===== src/rtl/fetch_buffer.sv =====
// fetch_buffer: PC owner issuing 1-cycle-latency imem reads into a small {instr,pc} FIFO for decode
module fetch_buffer #(
  parameter int          DEPTH    = 4,
  parameter logic [31:0] RESET_PC = 32'h0000_0000
) (
  input  logic        clk,
  input  logic        rst,
  output logic        imem_req,
  output logic [31:0] imem_addr,
  input  logic [31:0] imem_rdata,
  input  logic        redirect_valid,
  input  logic [31:0] redirect_pc,
  output logic        out_valid,
  input  logic        out_ready,
  output logic [31:0] out_instr,
  output logic [31:0] out_pc,
  output logic [31:0] out_pc_plus4
);
  localparam int AW = $clog2(DEPTH);
  logic [31:0]   pc;
  logic [31:0]   inflight_pc;
  logic          inflight;
  logic [AW:0]   count;
  logic [AW-1:0] rd_ptr;
  logic [AW-1:0] wr_ptr;
  logic [31:0]   instr_mem [DEPTH];
  logic [31:0]   pc_mem [DEPTH];
  logic          push;
  logic          pop;
  always_comb begin
    imem_req     = !rst && !redirect_valid && (int'(count) + int'(inflight) < DEPTH);
    imem_addr    = pc;
    out_valid    = (count != '0) && !redirect_valid && !rst;
    push         = inflight && !redirect_valid && !rst;
    pop          = out_valid && out_ready;
    out_instr    = instr_mem[rd_ptr];
    out_pc       = pc_mem[rd_ptr];
    out_pc_plus4 = pc_mem[rd_ptr] + 32'd4;
  end
  always_ff @(posedge clk) begin
    if (push) begin
      instr_mem[wr_ptr] <= imem_rdata;
      pc_mem[wr_ptr]    <= inflight_pc;
    end
  end
  always_ff @(posedge clk) begin
    if (rst) begin
      pc          <= RESET_PC;
      inflight    <= 1'b0;
      inflight_pc <= RESET_PC;
      count       <= '0;
      rd_ptr      <= '0;
      wr_ptr      <= '0;
    end else if (redirect_valid) begin
      pc       <= redirect_pc & ~32'h3;
      inflight <= 1'b0;
      count    <= '0;
      rd_ptr   <= '0;
      wr_ptr   <= '0;
    end else begin
      pc          <= imem_req ? pc + 32'd4 : pc;
      inflight    <= imem_req;
      inflight_pc <= imem_req ? pc : inflight_pc;
      count       <= count + (AW+1)'(push) - (AW+1)'(pop);
      rd_ptr      <= rd_ptr + AW'(pop);
      wr_ptr      <= wr_ptr + AW'(push);
    end
  end
endmodule


===== config.mk =====
export PLATFORM = sky130hd
export DESIGN_NAME = fetch_buffer
export DESIGN_NICKNAME = d
export VERILOG_FILES = /design/src/rtl/fetch_buffer.sv
export SDC_FILE = /design/constraint.sdc
export NUM_CORES = 1
export LEC_CHECK = 0
export BUFFER_PORTS_ARGS = -buffer_cell sky130_fd_sc_hd__buf_2
export CAP_MARGIN = 20
export CORE_MARGIN = 1
export CORE_UTILIZATION = 51
export DETAILED_ROUTE_END_ITERATION = 12
export PLACE_DENSITY = 0.78
export SYNTH_ARGS = -nofsm -noshare
export SYNTH_HDL_FRONTEND = slang
export SYNTH_SLANG_ARGS = --single-unit

===== constraint.sdc =====
create_clock -name clk -period 7.2 [get_ports clk]
set_input_delay 1.44 -clock clk [delete_from_list [all_inputs] [get_ports clk]]
set_output_delay 1.44 -clock clk [all_outputs]
set_load 0.02 [all_outputs]

==> parameters.txt <==
Parameter                              Value

Run status
  Run status    finished clean

GRT
  Global-route met1 utilization    between 20% and 30%
  Met2 track demand over resource in global routing    34.1%
  Congestion Overflow GR    0
  Number of global-route vias before repair    about 7600
  Met3 layer usage reported by global route    under 10%
  Initial antenna violation count    0
  Pin count of the biggest net entering global routing    slightly below 70
  Global-route usage over all layers    between 20% and 30%
  Global-route wire length before repair    between 40000 and 50000 um
  Busiest layer in global routing    met2

Yosys
  Most frequent cells after synthesis    edfxtp_1, nand2_1, dfxtp_1, a21oi_1, mux4_2
  Count of cell types in the netlist    between 50 and 60
  Register bit total from synthesis    approximately 320
  Count of mapped cells out of synthesis    approximately 820
  Top cell type's share of synthesized area    58.6%
  Syn_area_per_cell    roughly 16 um^2
  Leading cell type by number of instances after synthesis    edfxtp_1
  Synthesized area    around 13000 um^2
  Main flop type after synthesis    edfxtp_1
  Cell types occupying the most area after synthesis    edfxtp_1, dfxtp_1, mux4_2
  Share of the yosys chip area belonging to registers    between 60 and 70%
  Cell taking the most area after synthesis    edfxtp_1
  Ys Warns    0
  Number of enable-type register cells in the synthesized netlist    between 200 and 250
  Fraction of synthesis flops using an asynchronous set or reset pin    0%

Worst setup path
  Worst path arrival time    about 3900 ps
  Kind of start point of the critical path    flop
  Type of element capturing the critical path    output port
  Required arrival time at the worst endpoint    between 5000 and 6000 ps
  Kind of critical path    flop to output port
  CP max FO    45

Pwr
  Switching share of power    between 20% and 30%
  Worst IR Drop VDD    around 0.00012 V
  Switching component of the power    about 0.78 mW
  Clock power frac    a little over two fifths
  Ratio of total power to cell area    roughly 250 nW/um^2
  Relative contribution of combinational cells to total power    approximately 3.5%
  P_int    around 3 mW
  Relative contribution of sequential cells to total power    between 50 and 60%
  Leakage power total    roughly 5.4 nW

Timing
  Max Slew Vio Count    0
  Remaining max-slew budget at the tightest pin    roughly a third
  Final setup margin    about 1900 ps
  Setup repair after global routing missed its margin    no
  Share of the clock period used by the worst path after layout    between 70% and 80%
  Final critical path time including I/O delays and setup    between 5000 and 6000 ps
  Final worst clock skew    18.9 ps
  Setup violation total in the final timing report    0
  Setup TNS after final layout    0 ps
  Maximum clock frequency    ~0.19 GHz
  Final hold violation count    0
  Worst slew pin tran    just over 1000 ps
  WHS    497 ps

Routing
  Avg WL per Cell    between 15 and 20 um
  Residual antenna-violating net count after detailed routing    0
  Router iterations before antenna repair    5
  DRC violations left    0
  Iter 0 DRT Violations    540
  Via/cell ratio    about 5.7
  Post-Route WL    around 26000 um
  Total vias in the final route    between 7000 and 8000

Clock tree
  Number of levels in the clock H-tree    2
  Root buffer cell    clkbuf_16
  Total setup buffers inserted after CTS    0
  Reg clk slew, reported paths    about 60 ps
  Maximum clock insertion buffer count    3
  Sinks on Clock Net    between 300 and 400
  Total CTS buffers    34
  Clock Latency Late Sink    slightly above 500 ps
  Resized cells post-CTS    0
  # hold bufs at CTS    0
  Clock tree from TritonCTS    built

Placement
  Setup slack after placement    approximately 2300 ps
  DPL Wire Length    ~17000 um
  Gpl congestion    between 0.8 and 0.9
  Number of port buffers    189
  Number of placed instances, taps included    around 1300

Die
  Die span in y    160 um
  X dimension of the die    between 150 and 200 um
  Core region area    about 24000 um^2
  Initial core utilization    a little over half
  Count of boundary I/O pins    ~200
  Total die area    between 20000 and 30000 um^2
  Number of placement rows    57

Min path
  Class of the tightest hold or removal check    flop to flop

Cells and area
  Net count, final    between 1000 and 1500
  Synthesis-to-layout area growth    18.6%
  Number of cells in the finished layout apart from fillers    roughly 1400
  Layout cells sized above 1    a little under a third
  Count of inserted antenna diode cells    0

Run
  Number of max-cap violations    0
-- registers in the layout, summed over array words and instances, names as in the netlist --
register     count
instr_mem      128
wr_ptr           2
count            3
rd_ptr           2
imem_addr       30
inflight         1
pc_mem         120
inflight_pc     30
-- cell usage in the layout (no fill, tap or decap), types with 4 or more instances in the layout --
master     instances
nand4_1           14
mux4_1            12
nand3_1           14
nand2_1          106
xor2_1            11
edfxtp_1         248
ha_1               5
o21ai_0           20
clkinv_2           6
buf_2            189
clkbuf_16         34
a221oi_1           5
buf_4             10
mux4_2            50
a31oi_1           12
a32oi_1            5
inv_1              9
nor3_1            11
conb_1             6
a21oi_1           57
and4_1             4
clkinv_1           7
and3_1            10
nor2_1            34
dfxtp_1           66
xnor2_1           20
and2_1             8
-- cell families (layout without fill, tap and decap cells) --
kind of cell	count (synthesis)	after routing	share of synthesized area (%)
AO/OA/AOI/OAI	117	117	5.45
XOR/XNOR	32	32	2.26
adder cells (fa/ha/maj)	6	6	0.649
buffers and inverters	57	273	2.25
flip-flops	316	316	69.3
multiplexers	65	65	11.6
other	1	6	0.0295
AND/OR/NAND/NOR	224	224	8.49
-- final timing paths --
path / from / endpoint / slack [ps] / cells after the start
max reg2reg: imem_addr[6]$_SDFFE_PP0P_ / imem_addr[27]$_SDFFE_PP0P_ / 4360 / 6
min: imem_addr[31]$_SDFFE_PP0P_ / inflight_pc[31]$_SDFFE_PP0P_ / 500 / 2
max: rd_ptr[0]$_SDFF_PP0_ / out_pc_plus4[31] / 1870 / 8
min reg2reg: imem_addr[31]$_SDFFE_PP0P_ / inflight_pc[31]$_SDFFE_PP0P_ / 500 / 2
-- routing by layer --
metal	wire [um]	up-vias
met5	0	-
met2	12800	350
met4	435	0
met3	1880	35
li1	-	3565
met1	11200	3787
-- layout make-up --
| class | count | area, um^2 |
|---|---|---|
| clock buffers | 41 | 902 |
| repair buffers | 203 | 1100 |
| well taps | 324 | 405 |
| flip-flops and latches | 316 | 8810 |
| inverters | 10 | 37.5 |
| clock inverters | 19 | 161 |
| multi-input cells | 450 | 3660 |
| fillers | 1827 | 9310 |
-- power by group through the flow --
stage	clock network [mW]	logic (mW)	registers, mW
2_1_floorplan	0	0.0676	2.05
4_1_cts	1.68	0.131	2.00
6_report	1.64	0.131	2.00
5_1_grt	1.75	0.143	2.01
3_3_place_gp	0	0.126	2.04
3_5_place_dp	0	0.130	2.04
-- critical path, cell delays in order (launching register included) --
cell,delay [ps]
dfxtp_4,920
buf_4,500
mux4_1,390
and4_1,250
and2_1,270
nand3_2,160
or4_4,570
xnor2_2,120
buf_2,170
-- through the flow --
stage / power, mW / util [%] / instance area [um^2]
floorplan: 2.11 / - / 12700
global placement: 2.17 / 57.3 / 14000
detailed placement: 2.17 / 57.3 / 14000
CTS: 3.81 / 61.7 / 15000
global route: 3.90 / 61.8 / 15100
finish: 3.77 / 61.8 / 15100
Power figures use the tool's default switching activity.
